$ cat config.mk
export PLATFORM = sky130hd
export DESIGN_NAME = shiftadd_mul_scheduler
export DESIGN_NICKNAME = d
export VERILOG_FILES = /design/src/rtl/shiftadd_mul_pkg.sv /design/src/rtl/shiftadd_mul_scheduler_rr_arbiter.sv /design/src/rtl/shiftadd_mul_scheduler.sv
export SDC_FILE = /design/constraint.sdc
export NUM_CORES = 1
export LEC_CHECK = 0
export ABC_AREA = 1
export CORE_MARGIN = 2
export CORE_UTILIZATION = 43
export CTS_BUF_LIST = sky130_fd_sc_hd__clkbuf_4
export DETAILED_ROUTE_END_ITERATION = 10
export PLACE_DENSITY = 0.92
export SYNTH_ARGS = -nofsm -noshare
export SYNTH_HDL_FRONTEND = slang
export SYNTH_SLANG_ARGS = --single-unit
$ cat constraint.sdc
create_clock -name clk -period 2.78 [get_ports clk]
set_input_delay 0.556 -clock clk [delete_from_list [all_inputs] [get_ports clk]]
set_output_delay 0.556 -clock clk [all_outputs]
set_load 0.02 [all_outputs]
$ cat src/rtl/shiftadd_mul_pkg.sv
// Shared types and constants for the shift-add multiplier scheduler.
// Optional feature macro: MUL_WDOG_EN (RUN-state watchdog, see top module).
package shiftadd_mul_pkg;

    // Scheduler sequencing states
    typedef enum logic [1:0] {
        IDLE = 2'd0,
        LOAD = 2'd1,
        RUN  = 2'd2,
        DONE = 2'd3
    } state_t;

    localparam int W_DEFAULT     = 8;
    localparam int N_REQ_DEFAULT = 4;

    // Engine needs W run cycles; the watchdog allows a small margin on top
    localparam int WDOG_LIMIT = W_DEFAULT + 4;

    // Requester index width; never below one bit
    function automatic int idw_of(input int n);
        return (n > 1) ? $clog2(n) : 1;
    endfunction

    // Watchdog limit for an arbitrary operand width
    function automatic int wdog_limit_of(input int w);
        return w + 4;
    endfunction

endpackage

$ cat src/rtl/shiftadd_mul_scheduler_rr_arbiter.sv
// Round-robin arbiter: picks the first asserted request at or after the
// pointer (wrapping) and returns it both as a one-hot grant and an index.
module rr_arbiter
    import shiftadd_mul_pkg::*;
#(
    parameter int N_REQ = N_REQ_DEFAULT,
    parameter int IDW   = idw_of(N_REQ)
) (
    input  logic [N_REQ-1:0] req,
    input  logic [IDW-1:0]   ptr,
    output logic [N_REQ-1:0] grant,
    output logic [IDW-1:0]   grant_idx,
    output logic             grant_found
);

    // Candidate k is requester (ptr + k) mod N_REQ
    logic [IDW:0]   cand_sum [N_REQ];
    logic [IDW-1:0] cand_idx [N_REQ];
    logic [N_REQ-1:0] cand_req;

    genvar gi;
    generate
        for (gi = 0; gi < N_REQ; gi++) begin : g_cand
            assign cand_sum[gi] = {1'b0, ptr} + (IDW+1)'(gi);
            assign cand_idx[gi] = (cand_sum[gi] >= (IDW+1)'(N_REQ))
                                ? IDW'(cand_sum[gi] - (IDW+1)'(N_REQ))
                                : cand_sum[gi][IDW-1:0];
            assign cand_req[gi] = req[cand_idx[gi]];
        end
    endgenerate

    // Lowest rotated offset wins: scan downwards so the last hit is the winner
    always_comb begin
        grant_found = 1'b0;
        grant_idx   = '0;
        for (int k = N_REQ - 1; k >= 0; k--) begin
            if (cand_req[k]) begin
                grant_found = 1'b1;
                grant_idx   = cand_idx[k];
            end
        end
    end

    generate
        for (gi = 0; gi < N_REQ; gi++) begin : g_grant
            assign grant[gi] = grant_found && (grant_idx == IDW'(gi));
        end
    endgenerate

endmodule

$ cat src/rtl/shiftadd_mul_scheduler.sv
// Shares one sequential shift-add multiplier engine between N_REQ requesters.
// Round-robin grant in IDLE, then LOAD (engine load), RUN (iterate until the
// engine's stop flag), DONE (hold tagged product until the consumer takes it).
// Optional feature macro: MUL_WDOG_EN adds a RUN watchdog that aborts a job
// whose engine never signals stop, returning product 0 with rsp_err set.
module shiftadd_mul_scheduler
    import shiftadd_mul_pkg::*;
#(
    parameter int W     = W_DEFAULT,
    parameter int N_REQ = N_REQ_DEFAULT,
    parameter int IDW   = idw_of(N_REQ)
) (
    input  logic               clk,
    input  logic               reset,
    input  logic [N_REQ-1:0]   req_valid,
    output logic [N_REQ-1:0]   req_ready,
    input  logic [N_REQ*W-1:0] req_b,
    input  logic [N_REQ*W-1:0] req_q,
    output logic               rsp_valid,
    input  logic               rsp_ready,
    output logic [IDW-1:0]     rsp_id,
    output logic [2*W-1:0]     rsp_prod,
    output logic               rsp_err,
    output logic               mul_start,
    output logic [W-1:0]       mul_b,
    output logic [W-1:0]       mul_q,
    input  logic               mul_stop,
    input  logic [2*W-1:0]     mul_a,
    output logic               busy
);

    state_t           state_reg;
    logic [IDW-1:0]   ptr_reg;
    logic [IDW-1:0]   id_reg;
    logic [W-1:0]     mul_b_reg;
    logic [W-1:0]     mul_q_reg;
    logic             mul_start_reg;
    logic             rsp_valid_reg;
    logic [IDW-1:0]   rsp_id_reg;
    logic [2*W-1:0]   rsp_prod_reg;
    logic             busy_reg;

    logic [N_REQ-1:0] grant;
    logic [IDW-1:0]   grant_idx;
    logic             grant_found;
    logic [IDW-1:0]   ptr_next;
    logic [W-1:0]     sel_b;
    logic [W-1:0]     sel_q;

    rr_arbiter #(
        .N_REQ (N_REQ),
        .IDW   (IDW)
    ) u_arb (
        .req         (req_valid),
        .ptr         (ptr_reg),
        .grant       (grant),
        .grant_idx   (grant_idx),
        .grant_found (grant_found)
    );

    // Operands of the granted requester and the pointer position after it
    always_comb begin
        sel_b    = req_b[int'(grant_idx) * W +: W];
        sel_q    = req_q[int'(grant_idx) * W +: W];
        ptr_next = (grant_idx == IDW'(N_REQ - 1)) ? '0 : grant_idx + IDW'(1);
    end

    // Grants are only offered while idle; a grant bit implies its request is valid
    assign req_ready = (state_reg == IDLE) ? grant : '0;

`ifdef MUL_WDOG_EN
    localparam int WDOG_LIM = wdog_limit_of(W);
    localparam int WCW      = $clog2(WDOG_LIM + 1);
    logic [WCW-1:0] wdog_reg;
    logic           rsp_err_reg;
`endif

    // Scheduler FSM with all outputs registered
    always_ff @(posedge clk or negedge reset) begin
        if (!reset) begin
            state_reg     <= IDLE;
            ptr_reg       <= '0;
            id_reg        <= '0;
            mul_b_reg     <= '0;
            mul_q_reg     <= '0;
            mul_start_reg <= 1'b0;
            rsp_valid_reg <= 1'b0;
            rsp_id_reg    <= '0;
            rsp_prod_reg  <= '0;
            busy_reg      <= 1'b0;
`ifdef MUL_WDOG_EN
            wdog_reg      <= '0;
            rsp_err_reg   <= 1'b0;
`endif
        end else begin
            case (state_reg)
                IDLE: begin
                    if (grant_found) begin
                        mul_b_reg <= sel_b;
                        mul_q_reg <= sel_q;
                        id_reg    <= grant_idx;
                        ptr_reg   <= ptr_next;
                        busy_reg  <= 1'b1;
                        state_reg <= LOAD;
                    end
                end
                LOAD: begin
                    // The stop flag may still be set from the previous job here,
                    // so it is not looked at until the engine has reloaded.
                    mul_start_reg <= 1'b1;
                    state_reg     <= RUN;
`ifdef MUL_WDOG_EN
                    wdog_reg      <= '0;
`endif
                end
                RUN: begin
                    if (mul_stop) begin
                        rsp_prod_reg  <= mul_a;
                        rsp_id_reg    <= id_reg;
                        rsp_valid_reg <= 1'b1;
                        mul_start_reg <= 1'b0;
                        state_reg     <= DONE;
`ifdef MUL_WDOG_EN
                        rsp_err_reg   <= 1'b0;
                    end else if (wdog_reg == WCW'(WDOG_LIM - 1)) begin
                        rsp_prod_reg  <= '0;
                        rsp_id_reg    <= id_reg;
                        rsp_valid_reg <= 1'b1;
                        rsp_err_reg   <= 1'b1;
                        mul_start_reg <= 1'b0;
                        state_reg     <= DONE;
                    end else begin
                        wdog_reg      <= wdog_reg + WCW'(1);
`endif
                    end
                end
                DONE: begin
                    if (rsp_ready) begin
                        rsp_valid_reg <= 1'b0;
                        busy_reg      <= 1'b0;
                        state_reg     <= IDLE;
                    end
                end
                default: state_reg <= IDLE;
            endcase
        end
    end

    assign mul_start = mul_start_reg;
    assign mul_b     = mul_b_reg;
    assign mul_q     = mul_q_reg;
    assign rsp_valid = rsp_valid_reg;
    assign rsp_id    = rsp_id_reg;
    assign rsp_prod  = rsp_prod_reg;
    assign busy      = busy_reg;

`ifdef MUL_WDOG_EN
    assign rsp_err = rsp_err_reg;
`else
    assign rsp_err = 1'b0;
`endif

endmodule
# ---- Yosys cells after proc, flatten, opt, wreduce, memory -nomap -nowiden
# Cells that the tools add are included.
dict set report word_totals {
  ff_bits 43
  input_bits 88
  out_inout_bits 42
  elab_cells 85
}
dict set report classes {
  add_sub_neg 8
  magnitude_cmp 8
  n_eq_ne 9
  shifts 2
  mux 33
  n_reduce_logical 15
}
# operator n
set ops {}
lappend ops {{$shiftx A32 B6 Y8} 2}
lappend ops {{$mux W2} 12}
lappend ops {{$lt A2 B3 Y1 const B} 4}
lappend ops {{$mux W1} 12}
lappend ops {{$ge A3 B3 Y1 const B} 3}
lappend ops {{$reduce_and A3 Y1} 3}
lappend ops {{$bmux W1 S2} 4}
lappend ops {{$eq A2 B2 Y1 const B} 4}
lappend ops {{$pmux W2 S4} 1}
lappend ops {{$sub A2 B1 Y2 const B} 4}
lappend ops {{$add A2 B2 Y3 const B} 2}
lappend ops {{$pmux W1 S2} 3}
lappend ops {{$reduce_and A2 Y1} 3}
lappend ops {{$reduce_bool A2 Y1} 3}
lappend ops {{$eq A2 B1 Y1 const B} 2}
lappend ops {{$logic_and A1 B1 Y1} 4}
lappend ops {{$logic_not A2 Y1} 2}
lappend ops {{$mux W4} 1}
lappend ops {{$ne A2 B2 Y1 const B} 2}
lappend ops {{$add A2 B1 Y3 const B} 1}
lappend ops {{$ge A2 B3 Y1 const B} 1}
lappend ops {{$add A2 B1 Y2 const B} 1}
lappend ops {{$ne A2 B1 Y1 const B} 1}

# ---- Depth between registers and ports, before layout
dict set report logic_depth {
  word_depth 12
  ltp_mapped 16
  ltp_nobuf 14
}

# ---- Cells and area by module
# A second synthesis with hierarchy kept.
dict set report unflattened {
  cells_unflattened 375
  area_unflattened_um2 2703.8
}
# mod instances cells_per_inst area_per_inst_um2 seq_area_each_um2
set modules_own_cells {}
lappend modules_own_cells {shiftadd_mul_scheduler 1 320 2462.4 1076.0}
lappend modules_own_cells {rr_arbiter 1 55 241.5 0.0}

# ---- Worst setup path before layout
# No wires, ideal clock.
dict set report synth_timing {
  path_kind {input port to output port}
  startpoint {in req_valid[3]}
  endpoint {out req_ready[2]}
  arrival_ns 1.882
  t_required_ns 2.224
  setup_slack_ns 0.342
  path_stages 8
  n_path_buf 1
  path_cell_list {inv_1 > o21ai_1 > nand2_2 > o211ai_2 > buf_4 > ha_1 > inv_1 > nor2_1}
}
dict set report synth_between {
  elab_chain_len 9
  elab_cells_between_ends 19
  classes_between {eq/ne: 1; mux: 17; reduce/logical: 1}
}
# element line
set synth_rtl {}
lappend synth_rtl {{from (decl)} shiftadd_mul_scheduler.sv:15} ;# input logic [N_REQ-1:0] req_valid,
lappend synth_rtl {{$bmux W1 S2} shiftadd_mul_scheduler_rr_arbiter.sv:28} ;# assign cand_req[gi] = req[cand_idx[gi]];
lappend synth_rtl {{$mux W1 (implied by the code)} shiftadd_mul_scheduler_rr_arbiter.sv:28}
lappend synth_rtl {{$mux W2 (4 in series)} shiftadd_mul_scheduler_rr_arbiter.sv:37} ;# if (cand_req[k]) begin
lappend synth_rtl {{$eq A2 B2 Y1} shiftadd_mul_scheduler_rr_arbiter.sv:46} ;# assign grant[gi] = grant_found && (grant_idx == IDW'(gi));
lappend synth_rtl {{$logic_and A1 B1 Y1 (*)} shiftadd_mul_scheduler_rr_arbiter.sv:46}
lappend synth_rtl {{$mux W4 (*)} shiftadd_mul_scheduler.sv:69} ;# assign req_ready = (state_reg == IDLE) ? grant : '0;
lappend synth_rtl {{to (decl)} shiftadd_mul_scheduler.sv:16} ;# output logic [N_REQ-1:0] req_ready,
# Every way passes the cells marked *; elsewhere a longest branch is shown, timed or not. The select of a mux whose other input is x is not followed.

# ---- Worst setup path after layout
dict set report layout_timing {
  startpoint {in req_valid[1]}
  endpoint {out req_ready[1]}
}
dict set report layout_between {
  elab_chain_len 9
  elab_cells_between_ends 19
  classes_between {eq/ne: 1; mux: 17; reduce/logical: 1}
}
# element line
set layout_rtl {}
lappend layout_rtl {{$bmux W1 S2} shiftadd_mul_scheduler_rr_arbiter.sv:28}
lappend layout_rtl {{$mux W1 (implied by the code)} shiftadd_mul_scheduler_rr_arbiter.sv:28}
lappend layout_rtl {{$mux W2 (4 in series)} shiftadd_mul_scheduler_rr_arbiter.sv:37}
lappend layout_rtl {{$eq A2 B1 Y1} shiftadd_mul_scheduler_rr_arbiter.sv:46}
lappend layout_rtl {{$logic_and A1 B1 Y1 (*)} shiftadd_mul_scheduler_rr_arbiter.sv:46}
lappend layout_rtl {{$mux W4 (*)} shiftadd_mul_scheduler.sv:69}
# Marked as above.

==> out/metrics.yaml <==
place:
  hpwl_um: 6094
  numPortBuffers: 128
  dp_cells: 638
  gp_congestion: 0.9285
  place_area_um2: 4202
synth:
  synth_compound_area_frac: 0.04346
  synth.area.top_cells: "dfrtp_1 38%, nand2_1 22%, nand3_1 12%"
  yosysUniqueCellTypes: 25
  ys_warn_count: 0
  synth_xor_area_frac: 0
  synth_top_area_frac: 0.3814
  synth_top_family_by_area: "simple AND/OR/NAND/NOR gates"
  syn_nets: 529
  synth_area_leader_cell: "dfrtp_1"
  syn_avg_cell_area_um2: 6.486
  synth_area_um2: 2821
  ys_seq_elements: 43
  synth_simple_gate_area_share: 0.3876
  ys_seq_area_frac: 0.3814
  synth_adder_area_share: 0.02661
  synthCells: 435
  muxShareOfSynthArea: 0
clock_network:
  clock-sinks: 43
  hold_buffers: 0
  cts_tree: "built"
  numCtsBuffers: 5
  insertion_delay_ns: 0.36
  cts_root_buffer: "clkbuf_4"
  clockBufferDepth: 2
  cts.clk_slew.worst_paths_ns: 0.13
  htreeDepth: 2
cells_and_area:
  largest_reg_flops: 16
  drive_gt1_frac: 0.1222
  register_area_um2: 1079
  finalNonFillerCells: 650
  area_delta_synth_final_pct: 56.45
  layout_commonest_cell: "nand2_1"
  mostFrequentLayoutCells: "162 x nand2_1, 121 x clkdlybuf4s50_1, 78 x inv_1, 66 x nand3_1, 41 x dfrtp_1"
  final_area_um2: 4414
  fillers: 495
  antenna_cells: 0
  layout.nets: 666
  multi_input_area_um2: 1391
timing:
  period_minus_slack_ns: 2.736
  setup_violations: 0
  worst_clock_skew_ns: 0.008625
  max-slew-margin-rel: 0.3806
  rsz0062_at_grt: "true"
  hold_slack_ns: 0.3190
  finalHoldViolations: 0
  tightest_slew_ns: 0.9291
  final_max_slew_viol_count: 0
  fmax_ghz: 0.3654
  fin_crit_sh: 0.9843
routing:
  wl_um: 8093
  wire_per_inst_um: 12.45
  postRouteAntennaNets: 0
  drt-pass1-iter-count: 5
  viasPerCell: 4.751
  num_vias: 3088
  drt_iter0_drc: 267
  route.detailed.drc: 0
grt:
  grt_max_degree: 44
  grt_antenna_before_repair: 0
  grt_pass1_vias: 2930
  grt_usage: 0.2215
  grt.overflow.total: 0
  grt_pass1_wl_um: 13160
pwr:
  vdd_drop_max_mv: 0.8503
  power_density_nw_per_um2: 1206
  leakagePower_nw: 2.414
floorplan:
  rows: 29
  dieArea_um2: 7226
  ios: 130
  core-area_um2: 6350
  die_y_um: 85.01
  start_util: 0.4443
  die-width_um: 85.01
run:
  cap_violations: 0
worst_setup_path:
  critPathCaptureType: "output pin"
  critPathLaunch: "req_valid[1]"
  start_kind: "input port"
  crit_required_ns: 2.22
  rr_endpoint: "mul_b[5]"
  cp_max_fo: 4
  worstRegToRegCells: 12
  r2r_start: "ptr_reg[0]"
  crit_path_end: "req_ready[1]"
  r2r_slack_ns: 0.72
  arrival_ns: 2.18
  worst-setup-path-type: "input port to output pin"
min_path:
  hold_class: "input port to async pin"
run_status:
  status: "complete, no violations"
critical path, cell delays in order:
cell	delay (ns)
clkdlybuf4s50_1	0.47
inv_2	0.07
o21ai_4	0.19
nand2_4	0.09
nand3_1	0.11
o211ai_2	0.15
buf_4	0.17
nor2_2	0.11
nand2_1	0.07
inv_1	0.07
buf_6	0.11
what timing repair did:
action                     in CTS  in global routing
resized for setup              22                 29
setup endpoints to repair       4                  4
pin swaps                       1                 11
buffers inserted                0                  4
cell usage after synthesis:
| cell type | number |
|---|---|
| a21oi_1 | 5 |
| a31oi_2 | 1 |
| buf_2 | 9 |
| buf_4 | 3 |
| buf_6 | 4 |
| clkbuf_1 | 4 |
| clkinv_1 | 1 |
| conb_1 | 1 |
| dfrtp_1 | 43 |
| ha_1 | 6 |
| inv_1 | 80 |
| inv_2 | 5 |
| nand2_1 | 169 |
| nand2_2 | 5 |
| nand2_4 | 1 |
| nand3_1 | 69 |
| nand3_2 | 2 |
| nand4_1 | 1 |
| nor2_1 | 9 |
| nor2_2 | 1 |
| nor3_1 | 1 |
| o211ai_2 | 1 |
| o21a_1 | 1 |
| o21ai_0 | 9 |
| o21ai_1 | 4 |
area by class of cell:
cell class,instances,share of cell area
timing repair buffer,150,0.3271
multi-input combinational,286,0.3152
sequential,43,0.2443
inverter,86,0.07313
tap,77,0.02183
clock inverter,3,0.009921
clock buffer,5,0.008503
logic make-up (layout without fill, tap and decap cells):
logic type	count (synthesis)	after routing
fa+ha+maj	6	6
other cells	1	1
simple gates	258	258
flops	43	43
buf+inv	106	244
compound gates	21	21
where the power goes:
part / leakage, nW / internal, W / switching (W)
Combinational: 1.84 / 0.00157 / 0.00222
Clock: 0.0452 / 0.000189 / 0.000208
Sequential: 0.528 / 0.000938 / 0.000200
Total: 2.41 / 0.00270 / 0.00263
per-stage QoR:
step	total power, W	worst slack [ns]	setup TNS (ns)	util
after detailed placement	0.004707	-0.4966	-1.873	0.6617
after CTS	0.005121	0.005149	0	0.6741
after floorplan	0.003455	0.3418	0	-
after global placement	0.004573	-0.3859	-1.435	0.6617
final	0.005322	0.04354	0	0.6952
after global routing	0.005807	-0.03989	-0.09932	0.6952
how the worst min path moves through the flow:
stage	end	slack (ns)	depth (start not counted)
global route	rsp_prod[9]	0.38	1
CTS	rsp_prod[9]	0.34	1
detailed placement	rsp_prod[4]	0.47	2
global placement	rsp_id[0]	0.46	2
finish	rsp_prod[9]	0.32	1
floorplan	busy	0.26	0
per-layer routing:
layer,part of all wire,wire (µm),track usage
met1,0.41,3312,0.2746
met2,0.49,3951,0.3942
met3,0.086,695,0.04961
met4,0.016,133,0.04762
met5,0,0,0
Note: power is estimated with default switching activity, not from simulation.
